**src/rtl/knap_pkg.sv**
```systemverilog
// Shared definitions for the knapsack loader and DP engine: sync byte, loader
// states, error codes and default problem limits.
package knap_pkg;

   localparam logic [7:0] SYNC_BYTE    = 8'hA5;
   localparam int         DEF_MAX_ITEM = 16;
   localparam int         DEF_MAX_CAP  = 64;

   typedef enum logic [2:0] {
      LD_IDLE,
      LD_HDR_N,
      LD_HDR_CAP,
      LD_ITEM_W,
      LD_ITEM_VH,
      LD_ITEM_VL,
      LD_CSUM
   } loader_state_e;

   localparam logic [1:0] ERR_NONE    = 2'd0;
   localparam logic [1:0] ERR_HDR     = 2'd1;
   localparam logic [1:0] ERR_CSUM    = 2'd2;
   localparam logic [1:0] ERR_TIMEOUT = 2'd3;

endpackage

```
**src/rtl/knap_item_loader_if.sv**
```systemverilog
// Byte-stream input, table read port and status of the knapsack item loader.
// slave = loader side, master = UART/DP side.
interface knap_item_loader_if #(
   parameter int MAX_ITEM = 16,
   parameter int DATA_W   = 32
) ();

   logic                        rx_valid;
   logic [7:0]                  rx_byte;
   logic                        clear;
   logic [$clog2(MAX_ITEM)-1:0] rd_idx;
   logic [DATA_W-1:0]           rd_weight;
   logic [DATA_W-1:0]           rd_value;
   logic [DATA_W-1:0]           item_num;
   logic [DATA_W-1:0]           cap;
   logic                        table_valid;
   logic                        load_done;
   logic                        err;
   logic [1:0]                  err_code;

   modport slave (
      input  rx_valid, rx_byte, clear, rd_idx,
      output rd_weight, rd_value, item_num, cap, table_valid, load_done, err, err_code
   );

   modport master (
      output rx_valid, rx_byte, clear, rd_idx,
      input  rd_weight, rd_value, item_num, cap, table_valid, load_done, err, err_code
   );

endinterface

```
**src/rtl/knap_item_ram.sv**
```systemverilog
// Item table: DEPTH x {weight[7:0], value[15:0]}, one write port and one
// registered read port (read data cleared by reset, storage is not).
module knap_item_ram #(
   parameter int DEPTH = 16,
   parameter int IDX_W = 4
) (
   input  logic             clk,
   input  logic             reset,
   input  logic             we,
   input  logic [IDX_W-1:0] wr_idx,
   input  logic [7:0]       wr_weight,
   input  logic [15:0]      wr_value,
   input  logic [IDX_W-1:0] rd_idx,
   output logic [7:0]       rd_weight,
   output logic [15:0]      rd_value
);

   logic [23:0] mem_q [DEPTH];
   logic [23:0] rd_data_d, rd_data_q;

   always_ff @(posedge clk) begin
      if (we) mem_q[wr_idx] <= {wr_weight, wr_value};
   end

   always_comb begin
      rd_data_d = mem_q[rd_idx];
   end

   always_ff @(posedge clk) begin
      if (reset) rd_data_q <= '0;
      else       rd_data_q <= rd_data_d;
   end

   assign rd_weight = rd_data_q[23:16];
   assign rd_value  = rd_data_q[15:0];

endmodule

```
**src/rtl/knap_item_loader.sv**
```systemverilog
// Parses the UART byte stream into the knapsack item table; table_valid only
// after a checksum-clean packet. Optional inter-byte timeout: LOADER_TIMEOUT_EN.
module knap_item_loader
   import knap_pkg::*;
#(
   parameter int MAX_ITEM    = DEF_MAX_ITEM,
   parameter int MAX_CAP     = DEF_MAX_CAP,
   parameter int DATA_W      = 32,
   parameter int TIMEOUT_CYC = 1_000_000
) (
   input logic               clk,
   input logic               reset,
   knap_item_loader_if.slave bus
);

   localparam int         IDX_W   = $clog2(MAX_ITEM);
   localparam logic [7:0] MAX_N_B = 8'(MAX_ITEM);
   localparam logic [7:0] MAX_C_B = 8'(MAX_CAP);

   loader_state_e state_q, state_d;
   logic [7:0]    n_q, n_d, c_q, c_d, cnt_q, cnt_d, csum_q, csum_d;
   logic [7:0]    w_q, w_d, vh_q, vh_d;
   logic [7:0]    item_num_q, item_num_d, cap_q, cap_d;
   logic          table_valid_q, table_valid_d;
   logic          load_done_q, load_done_d;
   logic          err_q, err_d;
   logic [1:0]    err_code_q, err_code_d;
   logic          ram_we;
   logic [7:0]    ram_rd_w;
   logic [15:0]   ram_rd_v;
   logic [7:0]    b;

   assign b = bus.rx_byte;

`ifdef LOADER_TIMEOUT_EN
   localparam int TMO_W = $clog2(TIMEOUT_CYC + 1);
   logic [TMO_W-1:0] tmo_q, tmo_d;
   logic             tmo_hit;

   assign tmo_hit = (state_q != LD_IDLE) && (tmo_q == TMO_W'(TIMEOUT_CYC - 1));
`endif

   always_comb begin
      state_d       = state_q;
      n_d           = n_q;
      c_d           = c_q;
      cnt_d         = cnt_q;
      csum_d        = csum_q;
      w_d           = w_q;
      vh_d          = vh_q;
      item_num_d    = item_num_q;
      cap_d         = cap_q;
      table_valid_d = table_valid_q;
      err_code_d    = err_code_q;
      load_done_d   = 1'b0;
      err_d         = 1'b0;
      ram_we        = 1'b0;
`ifdef LOADER_TIMEOUT_EN
      tmo_d = (state_q == LD_IDLE || bus.rx_valid || bus.clear) ? '0 : tmo_q + 1'b1;
`endif
      // clear beats a same-cycle byte and never raises err
      if (bus.clear) begin
         state_d       = LD_IDLE;
         table_valid_d = 1'b0;
      end else if (bus.rx_valid) begin
         case (state_q)
            LD_IDLE: begin
               if (b == SYNC_BYTE) begin
                  state_d       = LD_HDR_N;
                  table_valid_d = 1'b0;
                  err_code_d    = ERR_NONE;
                  csum_d        = '0;
               end
            end
            LD_HDR_N: begin
               csum_d = csum_q ^ b;
               n_d    = b;
               cnt_d  = '0;
               if (b == 8'd0 || b > MAX_N_B) begin
                  err_d      = 1'b1;
                  err_code_d = ERR_HDR;
                  state_d    = LD_IDLE;
               end else begin
                  state_d = LD_HDR_CAP;
               end
            end
            LD_HDR_CAP: begin
               csum_d = csum_q ^ b;
               c_d    = b;
               if (b == 8'd0 || b > MAX_C_B) begin
                  err_d      = 1'b1;
                  err_code_d = ERR_HDR;
                  state_d    = LD_IDLE;
               end else begin
                  state_d = LD_ITEM_W;
               end
            end
            LD_ITEM_W: begin
               csum_d  = csum_q ^ b;
               w_d     = b;
               state_d = LD_ITEM_VH;
            end
            LD_ITEM_VH: begin
               csum_d  = csum_q ^ b;
               vh_d    = b;
               state_d = LD_ITEM_VL;
            end
            LD_ITEM_VL: begin
               csum_d  = csum_q ^ b;
               ram_we  = 1'b1;
               cnt_d   = cnt_q + 8'd1;
               state_d = (cnt_q + 8'd1 == n_q) ? LD_CSUM : LD_ITEM_W;
            end
            LD_CSUM: begin
               state_d = LD_IDLE;
               if (b == csum_q) begin
                  item_num_d    = n_q;
                  cap_d         = c_q;
                  table_valid_d = 1'b1;
                  load_done_d   = 1'b1;
               end else begin
                  err_d      = 1'b1;
                  err_code_d = ERR_CSUM;
               end
            end
            default: state_d = LD_IDLE;
         endcase
`ifdef LOADER_TIMEOUT_EN
      end else if (tmo_hit) begin
         err_d      = 1'b1;
         err_code_d = ERR_TIMEOUT;
         state_d    = LD_IDLE;
`endif
      end
   end

   always_ff @(posedge clk) begin
      if (reset) begin
         state_q       <= LD_IDLE;
         n_q           <= '0;
         c_q           <= '0;
         cnt_q         <= '0;
         csum_q        <= '0;
         w_q           <= '0;
         vh_q          <= '0;
         item_num_q    <= '0;
         cap_q         <= '0;
         table_valid_q <= 1'b0;
         load_done_q   <= 1'b0;
         err_q         <= 1'b0;
         err_code_q    <= ERR_NONE;
      end else begin
         state_q       <= state_d;
         n_q           <= n_d;
         c_q           <= c_d;
         cnt_q         <= cnt_d;
         csum_q        <= csum_d;
         w_q           <= w_d;
         vh_q          <= vh_d;
         item_num_q    <= item_num_d;
         cap_q         <= cap_d;
         table_valid_q <= table_valid_d;
         load_done_q   <= load_done_d;
         err_q         <= err_d;
         err_code_q    <= err_code_d;
      end
   end

`ifdef LOADER_TIMEOUT_EN
   always_ff @(posedge clk) begin
      if (reset) tmo_q <= '0;
      else       tmo_q <= tmo_d;
   end
`endif

   knap_item_ram #(
      .DEPTH (MAX_ITEM),
      .IDX_W (IDX_W)
   ) u_ram (
      .clk       (clk),
      .reset     (reset),
      .we        (ram_we),
      .wr_idx    (cnt_q[IDX_W-1:0]),
      .wr_weight (w_q),
      .wr_value  ({vh_q, b}),
      .rd_idx    (bus.rd_idx),
      .rd_weight (ram_rd_w),
      .rd_value  (ram_rd_v)
   );

   assign bus.rd_weight   = DATA_W'(ram_rd_w);
   assign bus.rd_value    = DATA_W'(ram_rd_v);
   assign bus.item_num    = DATA_W'(item_num_q);
   assign bus.cap         = DATA_W'(cap_q);
   assign bus.table_valid = table_valid_q;
   assign bus.load_done   = load_done_q;
   assign bus.err         = err_q;
   assign bus.err_code    = err_code_q;

endmodule
```
**src/flat_wrapper.sv**
```systemverilog
// flat-port wrapper written by rule: the top's interface ports become plain ports
module knap_item_loader_flat import knap_pkg::*;
#(
   parameter int MAX_ITEM    = DEF_MAX_ITEM,
   parameter int MAX_CAP     = DEF_MAX_CAP,
   parameter int DATA_W      = 32,
   parameter int TIMEOUT_CYC = 1_000_000
)
  (clk, reset, bus_rx_valid, bus_rx_byte, bus_clear, bus_rd_idx, bus_rd_weight, bus_rd_value, bus_item_num, bus_cap, bus_table_valid, bus_load_done, bus_err, bus_err_code);
  knap_item_loader_if #(.MAX_ITEM(MAX_ITEM), .DATA_W(DATA_W)) bus_i ();
  input logic clk;
  input logic reset;
  input wire logic [$bits(bus_i.rx_valid)-1:0] bus_rx_valid;
  input wire logic [$bits(bus_i.rx_byte)-1:0] bus_rx_byte;
  input wire logic [$bits(bus_i.clear)-1:0] bus_clear;
  input wire logic [$bits(bus_i.rd_idx)-1:0] bus_rd_idx;
  output wire logic [$bits(bus_i.rd_weight)-1:0] bus_rd_weight;
  output wire logic [$bits(bus_i.rd_value)-1:0] bus_rd_value;
  output wire logic [$bits(bus_i.item_num)-1:0] bus_item_num;
  output wire logic [$bits(bus_i.cap)-1:0] bus_cap;
  output wire logic [$bits(bus_i.table_valid)-1:0] bus_table_valid;
  output wire logic [$bits(bus_i.load_done)-1:0] bus_load_done;
  output wire logic [$bits(bus_i.err)-1:0] bus_err;
  output wire logic [$bits(bus_i.err_code)-1:0] bus_err_code;
  assign bus_i.rx_valid = bus_rx_valid;
  assign bus_i.rx_byte = bus_rx_byte;
  assign bus_i.clear = bus_clear;
  assign bus_i.rd_idx = bus_rd_idx;
  assign bus_rd_weight = bus_i.rd_weight;
  assign bus_rd_value = bus_i.rd_value;
  assign bus_item_num = bus_i.item_num;
  assign bus_cap = bus_i.cap;
  assign bus_table_valid = bus_i.table_valid;
  assign bus_load_done = bus_i.load_done;
  assign bus_err = bus_i.err;
  assign bus_err_code = bus_i.err_code;
  knap_item_loader #(.MAX_ITEM(MAX_ITEM), .MAX_CAP(MAX_CAP), .DATA_W(DATA_W), .TIMEOUT_CYC(TIMEOUT_CYC)) u_core (.clk(clk), .reset(reset), .bus(bus_i));
endmodule
```
**config.mk**
```make
export PLATFORM = sky130hd
export DESIGN_NAME = knap_item_loader_flat
export DESIGN_NICKNAME = d
export VERILOG_FILES = /design/src/rtl/knap_pkg.sv /design/src/rtl/knap_item_loader_if.sv /design/src/rtl/knap_item_ram.sv /design/src/rtl/knap_item_loader.sv /design/src/flat_wrapper.sv
export SDC_FILE = /design/constraint.sdc
export NUM_CORES = 1
export LEC_CHECK = 0
export ABC_AREA = 0
export ABC_CLOCK_PERIOD_IN_PS = 8029
export CORE_UTILIZATION = 43
export DETAILED_ROUTE_END_ITERATION = 12
export PLACE_DENSITY_LB_ADDON = 0.1
export SLEW_MARGIN = 25
export SYNTH_ARGS = -nofsm -noshare
export SYNTH_HDL_FRONTEND = slang
export SYNTH_HIERARCHICAL = 1
export SYNTH_SLANG_ARGS = --single-unit
```
**constraint.sdc**
```tcl
create_clock -name clk -period 8.03 [get_ports clk]
set_input_delay 1.606 -clock clk [delete_from_list [all_inputs] [get_ports clk]]
set_output_delay 1.606 -clock clk [all_outputs]
set_load 0.01 [all_outputs]
```
# Word level (Yosys, flattened, before mapping)
# Memory sizes are Yosys's and may differ from the RTL's. A register that Yosys moved wholly into a read port is not among the register bits.
# Index checks and enable logic that the tools add are counted.
[totals]
memories = 1
mem_bits_ro = 0
register_bits = 72
ram_bits = 384
out_inout_bits = 133
latchBits = 0
[mem_list]
columns = ["name", "depth", "word_bits", "read_ports", "rd_clocked_by_memory_dff", "write_ports", "line_no", "source"]
rows = [
  ["u_core.u_ram.mem_q", 16, 24, 1, 1, 1, "knap_item_ram.sv:18", "logic [23:0] mem_q [DEPTH];"],
]
[classes]
shifts = 0
n_reduce_logical = 22
multipliers = 0
mux = 26
n_eq_ne = 14
n_bitwise = 4
add_sub_neg = 1
div = 0
magnitude_cmp = 2
[op_table]
columns = ["op", "count"]
rows = [
  ["$pmux W8 S2", 2],
  ["$pmux W3 S6", 1],
  ["$eq A8 B8 Y1", 2],
  ["$reduce_and A3 Y1", 5],
  ["$mux W2", 6],
  ["$reduce_and A4 Y1", 3],
  ["$mux W1", 11],
  ["$eq A3 B3 Y1 const B", 3],
  ["$add A8 B1 Y8 const B", 1],
  ["$eq A8 B8 Y1 const B", 1],
  ["$gt A8 B5 Y1 const B", 1],
  ["$gt A8 B7 Y1 const B", 1],
  ["$logic_not A8 Y1", 1],
  ["$mux W8", 1],
  ["$ne A2 B1 Y1 const B", 4],
  ["$pmux W2 S4", 1],
  ["$xor A8 B8 Y8", 1],
  ["$reduce_and A7 Y1", 1],
  ["$eq A3 B2 Y1 const B", 2],
  ["$mux W3", 2],
  ["$reduce_bool A2 Y1", 3],
  ["$reduce_or A5 Y1", 1],
  ["$reduce_bool A4 Y1", 1],
  ["$reduce_or A4 Y1", 1],
  ["other kinds (10)", 13],
]

# Depth between registers and ports, before layout
# Gate-level depths: netlist of the first run.
[depth]
word_depth = 6
ltp_mapped = 7
mapped_depth_nobuf = 6

# Modules after synthesis
# Netlist of the first run, hierarchy kept.
[modules_own_cells]
columns = ["mod", "area_per_inst_um2", "seq_area_each_um2", "instances", "cells_per_inst"]
rows = [
  ["knap_item_ram", 15463.6, 12011.5, 1, 824],
  ["knap_item_loader", 4063.9, 1441.4, 1, 487],
]

# Worst setup path before layout of the first run
# OpenSTA, ideal clock, no wires.
[synth_path]
kind = "in2reg"
startpoint = "input bus_clear"
endpoint = "memory u_core.u_ram.mem_q[0][0], enable pin"
required_ps = 7595
setup_slack_ps = 3216
arrival_ps = 4379
setup_ps = 435
cell_stages = 5
n_path_buf = 0
cell_sequence = "and4bb_2 nand2_1 inv_1 or3b_2 nor3_1"
[synth_between]
elab_chain_cells = 3
[synth_rtl]
columns = ["element", "line_no", "source"]
rows = [
  ["from (decl)", "flat_wrapper.sv:15", "input wire logic [$bits(bus_i.clear)-1:0] bus_clear;"],
  ["$mux W1", "knap_item_loader.sv:62", "if (bus.clear) begin"],
  ["named net u_core.ram_we", "knap_item_loader.sv:28", "logic ram_we;"],
  ["$mux W1", "knap_item_ram.sv:22", "if (we) mem_q[wr_idx] <= {wr_weight, wr_value};"],
  ["$mux W1 (not written as such)", "knap_item_ram.sv:22", ""],
  ["to (decl)", "knap_item_ram.sv:18", ""],
]
# The timed path passes the listed nets, and every way through them passes these cells.

# Worst setup path in the final report of the first run
[layout_path]
startpoint = "input bus_rx_valid"
endpoint = "memory u_core.u_ram.mem_q[1][16], enable pin"
[layout_between]
elab_chain_cells = 4
[layout_rtl]
columns = ["element", "line_no", "source"]
rows = [
  ["from (decl)", "flat_wrapper.sv:13", "input wire logic [$bits(bus_i.rx_valid)-1:0] bus_rx_valid;"],
  ["$mux W1", "knap_item_loader.sv:65", "end else if (bus.rx_valid) begin"],
  ["$mux W1", "knap_item_loader.sv:62", ""],
  ["named net u_core.ram_we", "knap_item_loader.sv:28", ""],
  ["$mux W1", "knap_item_ram.sv:22", ""],
  ["$mux W1 (not written as such)", "knap_item_ram.sv:22", ""],
]
# The timed path passes the listed nets, and every way through them passes these cells.

==> tab_implementation.tex, run 1 <==
\begin{tabular}{lr}
\hline
Metric & Value \\
\hline
\multicolumn{2}{l}{\textbf{Placed design}} \\
Number of I/O port buffers & 60 \\
Half-perimeter wire length of the detailed placement result & 24,900 um \\
Final GP Congestion & 0.751 \\
\multicolumn{2}{l}{\textbf{Clocking}} \\
Clock network latency to the later pin of the worst-skew pair & 580 ps \\
Clock sink count & 480 \\
Postcts setup bufs & 0 \\
Maximum number of buffers from clock root to sink & 3 \\
Count of hold buffers inserted by post-cts repair & 0 \\
Root buffer cell & sky130\_fd\_sc\_hd\_\_clkbuf\_16 \\
CTS clk-pin slew, worst paths & 60 ps \\
H-tree depth reported by CTS & 2 \\
Total clock buffers created by CTS & between 50 and 60 \\
TritonCTS clock tree & yes \\
\# resized after CTS & 0 \\
\multicolumn{2}{l}{\textbf{Synth}} \\
Number of enable flip-flop cells after synthesis & 384 \\
Avg Cell Area, Syn & 14.9 um2 \\
Area of the mapped netlist & 19,500 um2 \\
Gate Count Post-Synth & 1,311 \\
Yosys warnings & 6 \\
Synth Register Bits & 480 \\
Share of flip-flops with an asynchronous set or reset & 0\% \\
Number of library cell types mapped by synthesis & 66 \\
Sequential-to-total area share from yosys stat & about 69\% \\
Top flip-flop cell by instance count after synthesis & sky130\_fd\_sc\_hd\_\_edfxtp\_1 \\
\multicolumn{2}{l}{\textbf{STA}} \\
Post-route setup TNS & 0 ps \\
Clock period minus final worst setup slack & 4020 ps \\
Slew at the pin with the worst max-slew slack & $\sim$1000 ps \\
Final clock skew & 18.2 ps \\
\# setup viols final & 0 \\
Hold violation count in the final report & 0 \\
Maximum operating frequency & 249 MHz \\
Unrepaired setup endpoints after global routing & no \\
Final cycle utilization of the critical path & about 50\% \\
Number of slew-limit violations in the final report & 0 \\
Worst slew slack as a fraction of its limit & a little under a third \\
Post-route worst hold slack & 459 ps \\
\multicolumn{2}{l}{\textbf{Power and ir drop}} \\
Leakage power figure & between 7 and 8 nW \\
Worst vdd rail ir drop & 138 uV \\
Total power & 5.09 mW \\
Power density over the cells & around 230 nW/um2 \\
\multicolumn{2}{l}{\textbf{Drt}} \\
Vias per cell & 5.28 \\
DRT Wirelength & 43,900 um \\
Wire per inst & 21.8 um \\
Detailed-routing iteration count for the pre-antenna-repair pass & 5 \\
Number of routed nets with antenna violations & 0 \\
Via count & 10,615 \\
Starting DRC count in detailed routing & 651 \\
DRC violations left & 0 \\
\multicolumn{2}{l}{\textbf{Critical path}} \\
Start-to-end type of the worst setup path & in2reg \\
Critical-path cell list & clkdlybuf4s50\_1 > and4bb\_2 > nand2\_1 > inv\_1 > or3b\_2 > nor2\_4 \\
Type of element launching the critical path & primary input \\
Worst R2R Start & u\_core/state\_q[0] \\
First element of the critical path & bus\_rx\_valid \\
Maximum fanout encountered on the critical timing path & 24 \\
CP Capture Type & register \\
Slowest CP cell & sky130\_fd\_sc\_hd\_\_nor2\_4 \\
Arrival time worst endpoint & 4210 ps \\
Max stage delay on crit path & $\sim$740 ps \\
Family with the most delay on the worst path & simple AND/OR/NAND/NOR gates \\
Required time of the worst setup path & 8220 ps \\
Buf/Inv on CP & 2 \\
\multicolumn{2}{l}{\textbf{Layout}} \\
Top library cells by usage in the layout, fill and taps aside & sky130\_fd\_sc\_hd\_\_edfxtp\_1, sky130\_fd\_sc\_hd\_\_mux2i\_1, sky130\_fd\_sc\_hd\_\_dfxtp\_1 \\
Share of cells above drive strength 1 & between 10\% and 20\% \\
Net count, final & 1,398 \\
Filler Cell Count & 3,868 \\
Area added between synthesis and finish & 12.8\% \\
Count of inserted antenna diode cells & 0 \\
Most frequent standard cell in the layout excluding fill and tap cells & sky130\_fd\_sc\_hd\_\_edfxtp\_1 \\
\multicolumn{2}{l}{\textbf{Floorplanning}} \\
I/O pin cnt & 149 \\
Placeable core area & 44,500 um2 \\
Die Outline Area & 46,300 um2 \\
Effective utilization at floorplan & between 40\% and 50\% \\
Die width & about 220 um \\
Y dimension of the die & 215 um \\
Total number of placement rows & between 70 and 80 \\
\multicolumn{2}{l}{\textbf{Global route}} \\
Largest net degree at the start of global routing & 81 \\
Antenna violations before repair & 0 \\
Leftover overflow at the end of global routing & 0 \\
Global-route wire length before repair & 65,900 um \\
Via count of the first global-routing pass & about 11,000 \\
Overall track demand over capacity in global routing & 19.0\% \\
\multicolumn{2}{l}{\textbf{Hold path}} \\
Class of the most critical hold timing path & reg2reg \\
Hold path startpoint & u\_core/c\_q[7] \\
\multicolumn{2}{l}{\textbf{Flow run}} \\
Maxcap violations & 0 \\
\multicolumn{2}{l}{\textbf{Run status}} \\
Outcome & complete, no violations \\
\hline
\end{tabular}
## synth_stat cells (2+ instances only)
| library cell | count | area, um2 |
|---|---|---|
| sky130_fd_sc_hd__nor3_1 | 14 | 70.1 |
| sky130_fd_sc_hd__a31oi_1 | 4 | 25.0 |
| sky130_fd_sc_hd__buf_4 | 95 | 713 |
| sky130_fd_sc_hd__nor2b_1 | 7 | 43.8 |
| sky130_fd_sc_hd__nand3_1 | 31 | 155 |
| sky130_fd_sc_hd__mux4_2 | 11 | 248 |
| sky130_fd_sc_hd__mux4_1 | 3 | 78.8 |
| sky130_fd_sc_hd__nand2_1 | 74 | 278 |
| sky130_fd_sc_hd__a221oi_1 | 5 | 43.8 |
| sky130_fd_sc_hd__nor4_1 | 5 | 31.3 |
| sky130_fd_sc_hd__ha_1 | 3 | 37.5 |
| sky130_fd_sc_hd__clkbuf_1 | 30 | 113 |
| sky130_fd_sc_hd__or2_2 | 2 | 12.5 |
| sky130_fd_sc_hd__nand3b_1 | 11 | 82.6 |
| sky130_fd_sc_hd__o21ai_0 | 28 | 140 |
| sky130_fd_sc_hd__nand2b_1 | 6 | 37.5 |
| sky130_fd_sc_hd__xnor2_1 | 15 | 131 |
| sky130_fd_sc_hd__and3_1 | 2 | 12.5 |
| sky130_fd_sc_hd__nand4b_1 | 2 | 17.5 |
| sky130_fd_sc_hd__o2111ai_1 | 10 | 87.6 |
| sky130_fd_sc_hd__mux2i_1 | 195 | 1950 |
| sky130_fd_sc_hd__xor2_1 | 4 | 35.0 |
| sky130_fd_sc_hd__dfxtp_1 | 96 | 1920 |
| sky130_fd_sc_hd__a21oi_1 | 35 | 175 |
| sky130_fd_sc_hd__inv_1 | 6 | 22.5 |
| sky130_fd_sc_hd__buf_8 | 5 | 75.1 |
| sky130_fd_sc_hd__o21a_1 | 2 | 15.0 |
| sky130_fd_sc_hd__edfxtp_1 | 384 | 11500 |
| sky130_fd_sc_hd__a22oi_1 | 68 | 510 |
| sky130_fd_sc_hd__buf_6 | 11 | 124 |
| sky130_fd_sc_hd__nand4_1 | 4 | 25.0 |
| sky130_fd_sc_hd__o21ai_1 | 18 | 90.1 |
| sky130_fd_sc_hd__a21o_1 | 2 | 15.0 |
| sky130_fd_sc_hd__nor2_1 | 72 | 270 |
| sky130_fd_sc_hd__or3_1 | 2 | 12.5 |
| sky130_fd_sc_hd__buf_2 | 19 | 95.1 |
## routing by layer
layer  wire length [um]  up-vias  GRT usage (%)
li1                   -     4931              -
met1              19700     5357           25.8
met2              21200      254           31.0
met3               1980       73           3.27
met4               1100        0           6.38
met5                  0        -              0
## through the flow
stage	utilization (%)	instance area (um2)	worst slack, ps	instances
2_1_floorplan	-	19900	3220	1398
3_3_place_gp	45.8	20400	3500	1917
3_5_place_dp	45.9	20400	3450	1918
4_1_cts	49.5	22000	4060	2012
5_1_grt	49.5	22000	3910	2012
6_report	49.5	22000	4010	2012
## flip-flops by register name, summed over array words and instances, names as in the netlist
register,flops
u_core/state_q,3
u_core/bus.table_valid,1
u_core/u_ram/mem_q,384
u_core/vh_q,8
u_core/item_num_q,8
u_core/bus.load_done,1
u_core/c_q,8
u_core/bus.err_code,2
u_core/n_q,8
u_core/w_q,8
u_core/cap_q,8
u_core/csum_q,8
u_core/u_ram/rd_data_q,24
u_core/cnt_q,8
u_core/bus.err,1
## report_power, final
| part | leakage [nW] | switching, mW | internal (mW) |
|---|---|---|---|
| registers | 3.73 | 0.00277 | 2.67 |
| clock network | 0.783 | 0.912 | 1.30 |
| logic | 2.74 | 0.134 | 0.0663 |
| total | 7.26 | 1.05 | 4.04 |
## worst paths after layout
| path | endpoint | slack, ps | cells past startpoint |
|---|---|---|---|
| hold / removal | u_core/c_q[7] | 460 | 2 |
| setup / recovery | u_core/u_ram/mem_q[1][16] | 4010 | 6 |
| hold reg to reg | u_core/c_q[7] | 460 | 2 |
| setup reg to reg | u_core/u_ram/mem_q[1][16] | 4990 | 5 |
## cell families after synthesis
group,Yosys count,synth area share (%)
flip-flops,480,68.9
AO/OA/AOI/OAI,183,6.21
AND/OR/NAND/NOR,247,6.13
adder cells (fa/ha/maj),3,0.192
buffers and inverters,168,5.98
multiplexers,210,11.7
XOR/XNOR,19,0.852
other,1,0.0192
## worst reg2reg max path, cell delays in order, from the launching register on
cell                       delay, ps
sky130_fd_sc_hd__dfxtp_1         560
sky130_fd_sc_hd__and4bb_2        370
sky130_fd_sc_hd__nand2_1         150
sky130_fd_sc_hd__inv_1           230
sky130_fd_sc_hd__or3b_2          600
sky130_fd_sc_hd__nor2_4          740
## layout make-up
cell class              count  area (um2)  share of cell area [%]
clock inverters            10        45.0                   0.205
multi-input cells         750        5370                    24.4
inverters                   6        22.5                   0.102
clock buffers              84        1550                    7.02
repair buffers             90         846                    3.84
well taps                 592         741                    3.36
flip-flops and latches    480       13500                    61.1
(Power assumes the default switching activity.)
==> run 2: changes to the inputs <==
--- a/config.mk
+++ b/config.mk
@@ -6,7 +6,7 @@
 export NUM_CORES = 1
 export LEC_CHECK = 0
 export ABC_AREA = 0
-export ABC_CLOCK_PERIOD_IN_PS = 8029
+export ABC_CLOCK_PERIOD_IN_PS = 3900
 export CORE_UTILIZATION = 43
 export DETAILED_ROUTE_END_ITERATION = 12
 export PLACE_DENSITY_LB_ADDON = 0.1
==> constraint.sdc (replaced) <==
create_clock -name clk -period 3.9 [get_ports clk]
set_input_delay 0.78 -clock clk [delete_from_list [all_inputs] [get_ports clk]]
set_output_delay 0.78 -clock clk [all_outputs]
set_load 0.01 [all_outputs]
==> run 2 against run 1 <==
Die area stayed put. Largest cell class unchanged. Critical path type unchanged. Routed wire length up 4.2%. Cell count is 1.6% higher. Clock skew shrank 9.7 ps.
==> tab_implementation.tex, run 2 (synthesis gave the netlist of run 1 again) <==
\begin{tabular}{lr}
\hline
Metric & Value \\
\hline
\multicolumn{2}{l}{\textbf{Placed design}} \\
Placement Setup Slack & 408 ps (was 3450 ps) \\
Final GP Congestion & 0.854 (was 0.751) \\
Half-perimeter wire length of the detailed placement result & 28,400 um (was 24,900 um) \\
Number of I/O port buffers & 60 (unchanged) \\
Standard cell area after detailed placement & 20,700 um2 (was 20,400 um2) \\
\multicolumn{2}{l}{\textbf{STA}} \\
Slew at the pin with the worst max-slew slack & 784 ps (was 1030 ps) \\
Final cycle utilization of the critical path & 75.3\% \\
Maximum operating frequency & 341 MHz \\
Post-route setup TNS & 0 ps (unchanged) \\
\# setup viols final & 0 (unchanged) \\
Hold violation count in the final report & 0 (unchanged) \\
Final clock skew & 8.54 ps (was 18.2 ps) \\
Unrepaired setup endpoints after global routing & no (unchanged) \\
Final worst-path setup slack & 964 ps (was 4010 ps) \\
Number of slew-limit violations in the final report & 0 (unchanged) \\
Clock period minus final worst setup slack & 2940 ps \\
Worst slew slack as a fraction of its limit & 47.6\% (was 31.3\%) \\
\multicolumn{2}{l}{\textbf{Layout}} \\
Top library cells by usage in the layout, fill and taps aside & sky130\_fd\_sc\_hd\_\_edfxtp\_1, sky130\_fd\_sc\_hd\_\_mux2i\_1, sky130\_fd\_sc\_hd\_\_dfxtp\_1 (unchanged) \\
Design area & 22,400 um2 (was 22,000 um2) \\
Area added between synthesis and finish & 14.5\% (was 12.8\%) \\
Most frequent standard cell in the layout excluding fill and tap cells & sky130\_fd\_sc\_hd\_\_edfxtp\_1 (unchanged) \\
Post-Route Utilization & 50.2\% (was 49.5\%) \\
Count of inserted antenna diode cells & 0 (unchanged) \\
Largest register by flop count & u\_core/u\_ram/mem\_q (unchanged) \\
Net count, final & 1,430 (was 1,398) \\
Number of flip-flops in the largest register & 384 (unchanged) \\
Largest registers & u\_core/u\_ram/mem\_q (384), u\_core/u\_ram/rd\_data\_q (24) (unchanged) \\
Share of cells above drive strength 1 & 12.2\% (was 10.1\%) \\
\multicolumn{2}{l}{\textbf{Clocking}} \\
CTS clk-pin slew, worst paths & 60 ps (about the same) \\
\# resized after CTS & 0 (unchanged) \\
TritonCTS clock tree & yes (unchanged) \\
Maximum number of buffers from clock root to sink & 3 (unchanged) \\
Clock network latency to the later pin of the worst-skew pair & 570 ps (was 580 ps) \\
Total clock buffers created by CTS & 51 (unchanged) \\
H-tree depth reported by CTS & 2 (unchanged) \\
Count of hold buffers inserted by post-cts repair & 0 (unchanged) \\
Clock sink count & 480 (unchanged) \\
Root buffer cell & sky130\_fd\_sc\_hd\_\_clkbuf\_16 (unchanged) \\
Postcts setup bufs & 0 (unchanged) \\
\multicolumn{2}{l}{\textbf{Power and ir drop}} \\
Power density over the cells & 474 nW/um2 (was 231 nW/um2) \\
Flop pwr share & 51.9\% (was 52.5\%) \\
Internal power summed over all cells & 8.40 mW (was 4.04 mW) \\
Net Switching & 2.20 mW (was 1.05 mW) \\
Leakage power figure & 7.45 nW (was 7.26 nW) \\
Net switching share of the total power & 20.8\% (was 20.6\%) \\
Combinational cell fraction of total power & 4.1\% (was 3.9\%) \\
Worst vdd rail ir drop & 320 uV (was 138 uV) \\
Part of the total power dissipated in the clock network & 44.1\% (was 43.6\%) \\
\multicolumn{2}{l}{\textbf{Floorplanning}} \\
Total number of placement rows & 77 (unchanged) \\
Die Outline Area & 46,300 um2 (unchanged) \\
Die width & 215 um (unchanged) \\
Y dimension of the die & 215 um (unchanged) \\
Placeable core area & 44,500 um2 (unchanged) \\
Effective utilization at floorplan & 43.9\% (unchanged) \\
I/O pin cnt & 149 (unchanged) \\
\multicolumn{2}{l}{\textbf{Drt}} \\
Detailed-routing iteration count for the pre-antenna-repair pass & 5 (unchanged) \\
Starting DRC count in detailed routing & 819 (was 651) \\
Via count & 10,748 (was 10,615) \\
Number of routed nets with antenna violations & 0 (unchanged) \\
DRC violations left & 0 (unchanged) \\
Vias per cell & 5.26 (was 5.28) \\
DRT Wirelength & 45,800 um (was 43,900 um) \\
Wire per inst & 22.4 um (was 21.8 um) \\
\multicolumn{2}{l}{\textbf{Critical path}} \\
Critical-path cell list & clkdlybuf4s50\_1 > and4bb\_2 > nand2\_1 > inv\_1 > or3b\_2 > nor3\_4 > buf\_4 (was clkdlybuf4s50\_1 > and4bb\_2 > nand2\_1 > inv\_1 > or3b\_2 > nor2\_4) \\
Start-to-end type of the worst setup path & in2reg (unchanged) \\
Type of element launching the critical path & primary input (unchanged) \\
Register-to-register setup slack & 1050 ps (was 4990 ps) \\
Maximum fanout encountered on the critical timing path & 24 (unchanged) \\
Arrival time worst endpoint & 3170 ps (was 4210 ps) \\
Buf/Inv on CP & 3 (was 2) \\
Slowest CP cell & sky130\_fd\_sc\_hd\_\_or3b\_2 (was sky130\_fd\_sc\_hd\_\_nor2\_4) \\
Max stage delay on crit path & 610 ps (was 740 ps) \\
CP Capture Type & register (unchanged) \\
Family with the most delay on the worst path & simple AND/OR/NAND/NOR gates (unchanged) \\
Required time of the worst setup path & 4130 ps (was 8220 ps) \\
\multicolumn{2}{l}{\textbf{Global route}} \\
Via count of the first global-routing pass & 11,002 (was 10,608) \\
Global-route wire length before repair & 68,900 um (was 65,900 um) \\
Overall track demand over capacity in global routing & 20.0\% (was 19.0\%) \\
Largest net degree at the start of global routing & 54 (was 81) \\
Antenna violations before repair & 0 (unchanged) \\
Leftover overflow at the end of global routing & 0 (unchanged) \\
\multicolumn{2}{l}{\textbf{Flow run}} \\
Maxcap violations & 0 (unchanged) \\
\multicolumn{2}{l}{\textbf{Hold path}} \\
Class of the most critical hold timing path & reg2reg (unchanged) \\
\multicolumn{2}{l}{\textbf{Run status}} \\
Outcome & complete, no violations (unchanged) \\
\hline
\end{tabular}
## run 2: cell types whose count changed in the layout (fill, tap and decap cells not counted), sizes merged
cell	delta
clkinv	+15
clkbuf	-18
buf	+32
bufinv	+4
## run 2: worst reg2reg max path, cell delays in order (launching register included)
cell	delay, ps
sky130_fd_sc_hd__dfxtp_1	640
sky130_fd_sc_hd__and4bb_2	360
sky130_fd_sc_hd__nand2_1	140
sky130_fd_sc_hd__inv_1	250
sky130_fd_sc_hd__or3b_2	610
sky130_fd_sc_hd__nor3_4	140
sky130_fd_sc_hd__buf_4	360
## run 2: final cells by class
type                       instances  area [um2]
clock buffer                      66        1390
fill                            3816       22100
clock inverter                    29         235
tap                              592         741
sequential                       480       13500
timing repair buffer             122        1150
inverter                           6        22.5
multi-input combinational        750        5380
## run 2: final timing paths
kind                      from                         to  cells after the start
max reg2reg  u_core/state_q[0]  u_core/u_ram/mem_q[0][11]                      6
min reg2reg      u_core/c_q[3]              u_core/c_q[3]                      2
max                  bus_clear  u_core/u_ram/mem_q[0][11]                      7
min              u_core/c_q[3]              u_core/c_q[3]                      2
## run 2: per-layer routing
layer	up-vias	wire, um	global-route usage [%]
met1	5442	20700	27.1
li1	5010	-	-
met4	0	1420	7.45
met2	223	22100	33.1
met5	-	0	0
met3	73	1520	2.66
## run 2: power by group through the flow
stage | Sequential [mW] | Clock, mW | Combinational (mW)
2_1_floorplan | 5.62 | 0 | 0.315
3_3_place_gp | 5.61 | 0 | 0.437
3_5_place_dp | 5.61 | 0 | 0.436
4_1_cts | 5.50 | 4.79 | 0.437
5_1_grt | 5.50 | 4.97 | 0.462
6_report | 5.50 | 4.67 | 0.431
## run 2: stage by stage
step	total power, mW	hold slack, ps	instances
2_1_floorplan	5.93	436	1398
3_3_place_gp	6.05	451	1950
3_5_place_dp	6.05	449	1950
4_1_cts	10.7	458	2045
5_1_grt	10.9	485	2045
6_report	10.6	460	2045
==> run 3: changes to the inputs <==
--- a/config.mk
+++ b/config.mk
@@ -6,7 +6,7 @@
 export NUM_CORES = 1
 export LEC_CHECK = 0
 export ABC_AREA = 0
-export ABC_CLOCK_PERIOD_IN_PS = 3900
+export ABC_CLOCK_PERIOD_IN_PS = 2600
 export CORE_UTILIZATION = 43
 export DETAILED_ROUTE_END_ITERATION = 12
 export PLACE_DENSITY_LB_ADDON = 0.1
==> constraint.sdc (replaced) <==
create_clock -name clk -period 2.6 [get_ports clk]
set_input_delay 0.52 -clock clk [delete_from_list [all_inputs] [get_ports clk]]
set_output_delay 0.52 -clock clk [all_outputs]
set_load 0.01 [all_outputs]
==> run 3 against run 2 <==
Worst hold slack gained 4.1 ps. Core utilization is 2.1 points higher. Non-clock buffer count is 68 higher. Critical path depth increased by 1. Routed wire length increased by 1.9%. Critical endpoint is now u_core/csum_q[2].
==> tab_implementation.tex, run 3 (synthesis gave the netlist of run 1 again) <==
\begin{tabular}{lr}
\hline
Metric & Value \\
\hline
\multicolumn{2}{l}{\textbf{Run status}} \\
Outcome & complete, no violations (unchanged) \\
\multicolumn{2}{l}{\textbf{Critical path}} \\
Type of element launching the critical path & primary input (unchanged) \\
Maximum fanout encountered on the critical timing path & 8 (was 24) \\
Arrival time worst endpoint & 2880 ps (was 3170 ps) \\
Start-to-end type of the worst setup path & in2reg (unchanged) \\
CP Capture Type & register (unchanged) \\
Required time of the worst setup path & 3110 ps (was 4130 ps) \\
\multicolumn{2}{l}{\textbf{Drt}} \\
Wire per inst & 22.1 um (was 22.4 um) \\
DRC violations left & 0 (unchanged) \\
Detailed-routing iteration count for the pre-antenna-repair pass & 5 (unchanged) \\
DRT Wirelength & 46,600 um (was 45,800 um) \\
Vias per cell & 5.21 (was 5.26) \\
Starting DRC count in detailed routing & 723 (was 819) \\
Number of routed nets with antenna violations & 0 (unchanged) \\
Via count & 11,002 (was 10,748) \\
\multicolumn{2}{l}{\textbf{Power and ir drop}} \\
Worst vdd rail ir drop & 457 uV (was 320 uV) \\
Power density over the cells & 677 nW/um2 (was 474 nW/um2) \\
Total power & 15.8 mW (was 10.6 mW) \\
Net switching share of the total power & 20.9\% (was 20.8\%) \\
Part of the total power dissipated in the clock network & 43.1\% (was 44.1\%) \\
Leakage power figure & 7.86 nW (was 7.45 nW) \\
Combinational cell fraction of total power & 4.6\% (was 4.1\%) \\
Net Switching & 3.30 mW (was 2.20 mW) \\
Flop pwr share & 52.3\% (was 51.9\%) \\
Internal power summed over all cells & 12.5 mW (was 8.40 mW) \\
\multicolumn{2}{l}{\textbf{Floorplanning}} \\
Die Outline Area & 46,300 um2 (unchanged) \\
Total number of placement rows & 77 (unchanged) \\
Effective utilization at floorplan & 43.9\% (unchanged) \\
I/O pin cnt & 149 (unchanged) \\
Y dimension of the die & 215 um (unchanged) \\
Placeable core area & 44,500 um2 (unchanged) \\
Die width & 215 um (unchanged) \\
\multicolumn{2}{l}{\textbf{Layout}} \\
Area added between synthesis and finish & 19.3\% (was 14.5\%) \\
Count of inserted antenna diode cells & 0 (unchanged) \\
Share of cells above drive strength 1 & 16.1\% (was 12.2\%) \\
Post-Route Utilization & 52.3\% (was 50.2\%) \\
Net count, final & 1,497 (was 1,430) \\
Number of flip-flops in the largest register & 384 (unchanged) \\
Largest register by flop count & u\_core/u\_ram/mem\_q (unchanged) \\
Footprint of the flip-flops and latches & 13,500 um2 (unchanged) \\
Area of the multi-input gates & 5400 um2 (was 5380 um2) \\
Largest registers & u\_core/u\_ram/mem\_q (384), u\_core/u\_ram/rd\_data\_q (24) (unchanged) \\
Filler Cell Count & 3,776 (was 3,816) \\
Top library cells by usage in the layout, fill and taps aside & sky130\_fd\_sc\_hd\_\_edfxtp\_1, sky130\_fd\_sc\_hd\_\_mux2i\_1, sky130\_fd\_sc\_hd\_\_dfxtp\_1 (unchanged) \\
Most frequent standard cell in the layout excluding fill and tap cells & sky130\_fd\_sc\_hd\_\_edfxtp\_1 (unchanged) \\
\multicolumn{2}{l}{\textbf{STA}} \\
Unrepaired setup endpoints after global routing & no (unchanged) \\
Slew at the pin with the worst max-slew slack & 762 ps (was 784 ps) \\
Worst slew slack as a fraction of its limit & 48.8\% (was 47.6\%) \\
Post-route setup TNS & 0 ps (unchanged) \\
Clock period minus final worst setup slack & 2370 ps \\
Final cycle utilization of the critical path & about nine tenths \\
Post-route worst hold slack & 464 ps (was 460 ps) \\
\# setup viols final & 0 (unchanged) \\
Final clock skew & 15.5 ps (was 8.54 ps) \\
Maximum operating frequency & 422 MHz \\
Hold violation count in the final report & 0 (unchanged) \\
Number of slew-limit violations in the final report & 0 (unchanged) \\
\multicolumn{2}{l}{\textbf{Global route}} \\
Largest net degree at the start of global routing & 38 (was 54) \\
Leftover overflow at the end of global routing & 0 (unchanged) \\
Antenna violations before repair & 1 (was 0) \\
Global-route wire length before repair & 69,500 um (was 68,900 um) \\
Overall track demand over capacity in global routing & 20.3\% (was 20.0\%) \\
Via count of the first global-routing pass & 11,043 (was 11,002) \\
\multicolumn{2}{l}{\textbf{Placed design}} \\
Half-perimeter wire length of the detailed placement result & 29,200 um (was 28,400 um) \\
Final GP Congestion & 0.772 (was 0.854) \\
Number of I/O port buffers & 60 (unchanged) \\
\multicolumn{2}{l}{\textbf{Clocking}} \\
\# resized after CTS & 0 (unchanged) \\
Clock network latency to the later pin of the worst-skew pair & 580 ps (was 570 ps) \\
Total clock buffers created by CTS & 50 (was 51) \\
H-tree depth reported by CTS & 2 (unchanged) \\
Maximum number of buffers from clock root to sink & 3 (unchanged) \\
Root buffer cell & sky130\_fd\_sc\_hd\_\_clkbuf\_16 (unchanged) \\
Clock sink count & 480 (unchanged) \\
TritonCTS clock tree & yes (unchanged) \\
CTS clk-pin slew, worst paths & 60 ps (about the same) \\
Count of hold buffers inserted by post-cts repair & 0 (unchanged) \\
Postcts setup bufs & 0 (unchanged) \\
\multicolumn{2}{l}{\textbf{Flow run}} \\
Maxcap violations & 0 (unchanged) \\
\multicolumn{2}{l}{\textbf{Hold path}} \\
Class of the most critical hold timing path & reg2reg (unchanged) \\
\hline
\end{tabular}
==> run 3: cell types whose count changed in the layout (fill, tap and decap cells not counted), sizes merged <==
cell,previous run,this run
buf,64,132
bufinv,4,0
clkbuf,66,82
clkinv,25,9
clkinvlp,0,1
inv,6,7
==> run 3: area by class of cell <==
type | count | area share [%]
Sequential cell | 480 | 57.8
Multi-Input combinational cell | 750 | 23.2
Timing Repair Buffer | 190 | 9.02
Clock buffer | 82 | 6.49
Tap cell | 592 | 3.18
Clock inverter | 11 | 0.274
Inverter | 6 | 0.0967
==> run 3: final timing paths <==
path,slack (ps),end,cells past startpoint,from
worst max-delay path,230,u_core/csum_q[2],8,bus_rx_byte[1]
worst min-delay path,460,u_core/c_q[2],2,u_core/c_q[2]
worst max register to register,440,u_core/csum_q[2],7,u_core/state_q[0]
worst min register to register,460,u_core/c_q[2],2,u_core/c_q[2]
==> run 3: power by group through the flow <==
stage	Clock [mW]	Combinational, mW	Sequential (mW)
detailed placement	0	0.726	8.41
floorplan	0	0.472	8.43
global route	7.26	0.767	8.25
finish	6.81	0.721	8.25
global placement	0	0.725	8.41
CTS	6.98	0.727	8.25
==> run 3: routing by layer <==
metal | up-vias | track usage [%] | share of wire [%] | wire [um]
li1 | 5135 | - | - | -
met1 | 5544 | 27.2 | 44 | 20600
met2 | 248 | 33.5 | 49 | 22800
met3 | 75 | 3.52 | 4.3 | 2020
met4 | 0 | 6.60 | 2.7 | 1270
met5 | - | 0 | 0 | 0
==> run 3: metrics by stage <==
step | setup slack (ps) | cells | instance area (um2)
finish | 233 | 2111 | 23300
floorplan | -112 | 1398 | 19900
CTS | 271 | 2111 | 23300
global route | 42.6 | 2111 | 23300
detailed placement | -326 | 2018 | 21700
global placement | -237 | 2018 | 21700
==> run 3: worst max-delay path: stages <==
cell and delay [ps]:
sky130_fd_sc_hd__clkdlybuf4s50_1 450, sky130_fd_sc_hd__buf_12 160, sky130_fd_sc_hd__buf_4 150, sky130_fd_sc_hd__nor4b_1 410, sky130_fd_sc_hd__a2111oi_2 190, sky130_fd_sc_hd__nor4_2 670
sky130_fd_sc_hd__nand3b_1 150, sky130_fd_sc_hd__a21oi_1 170
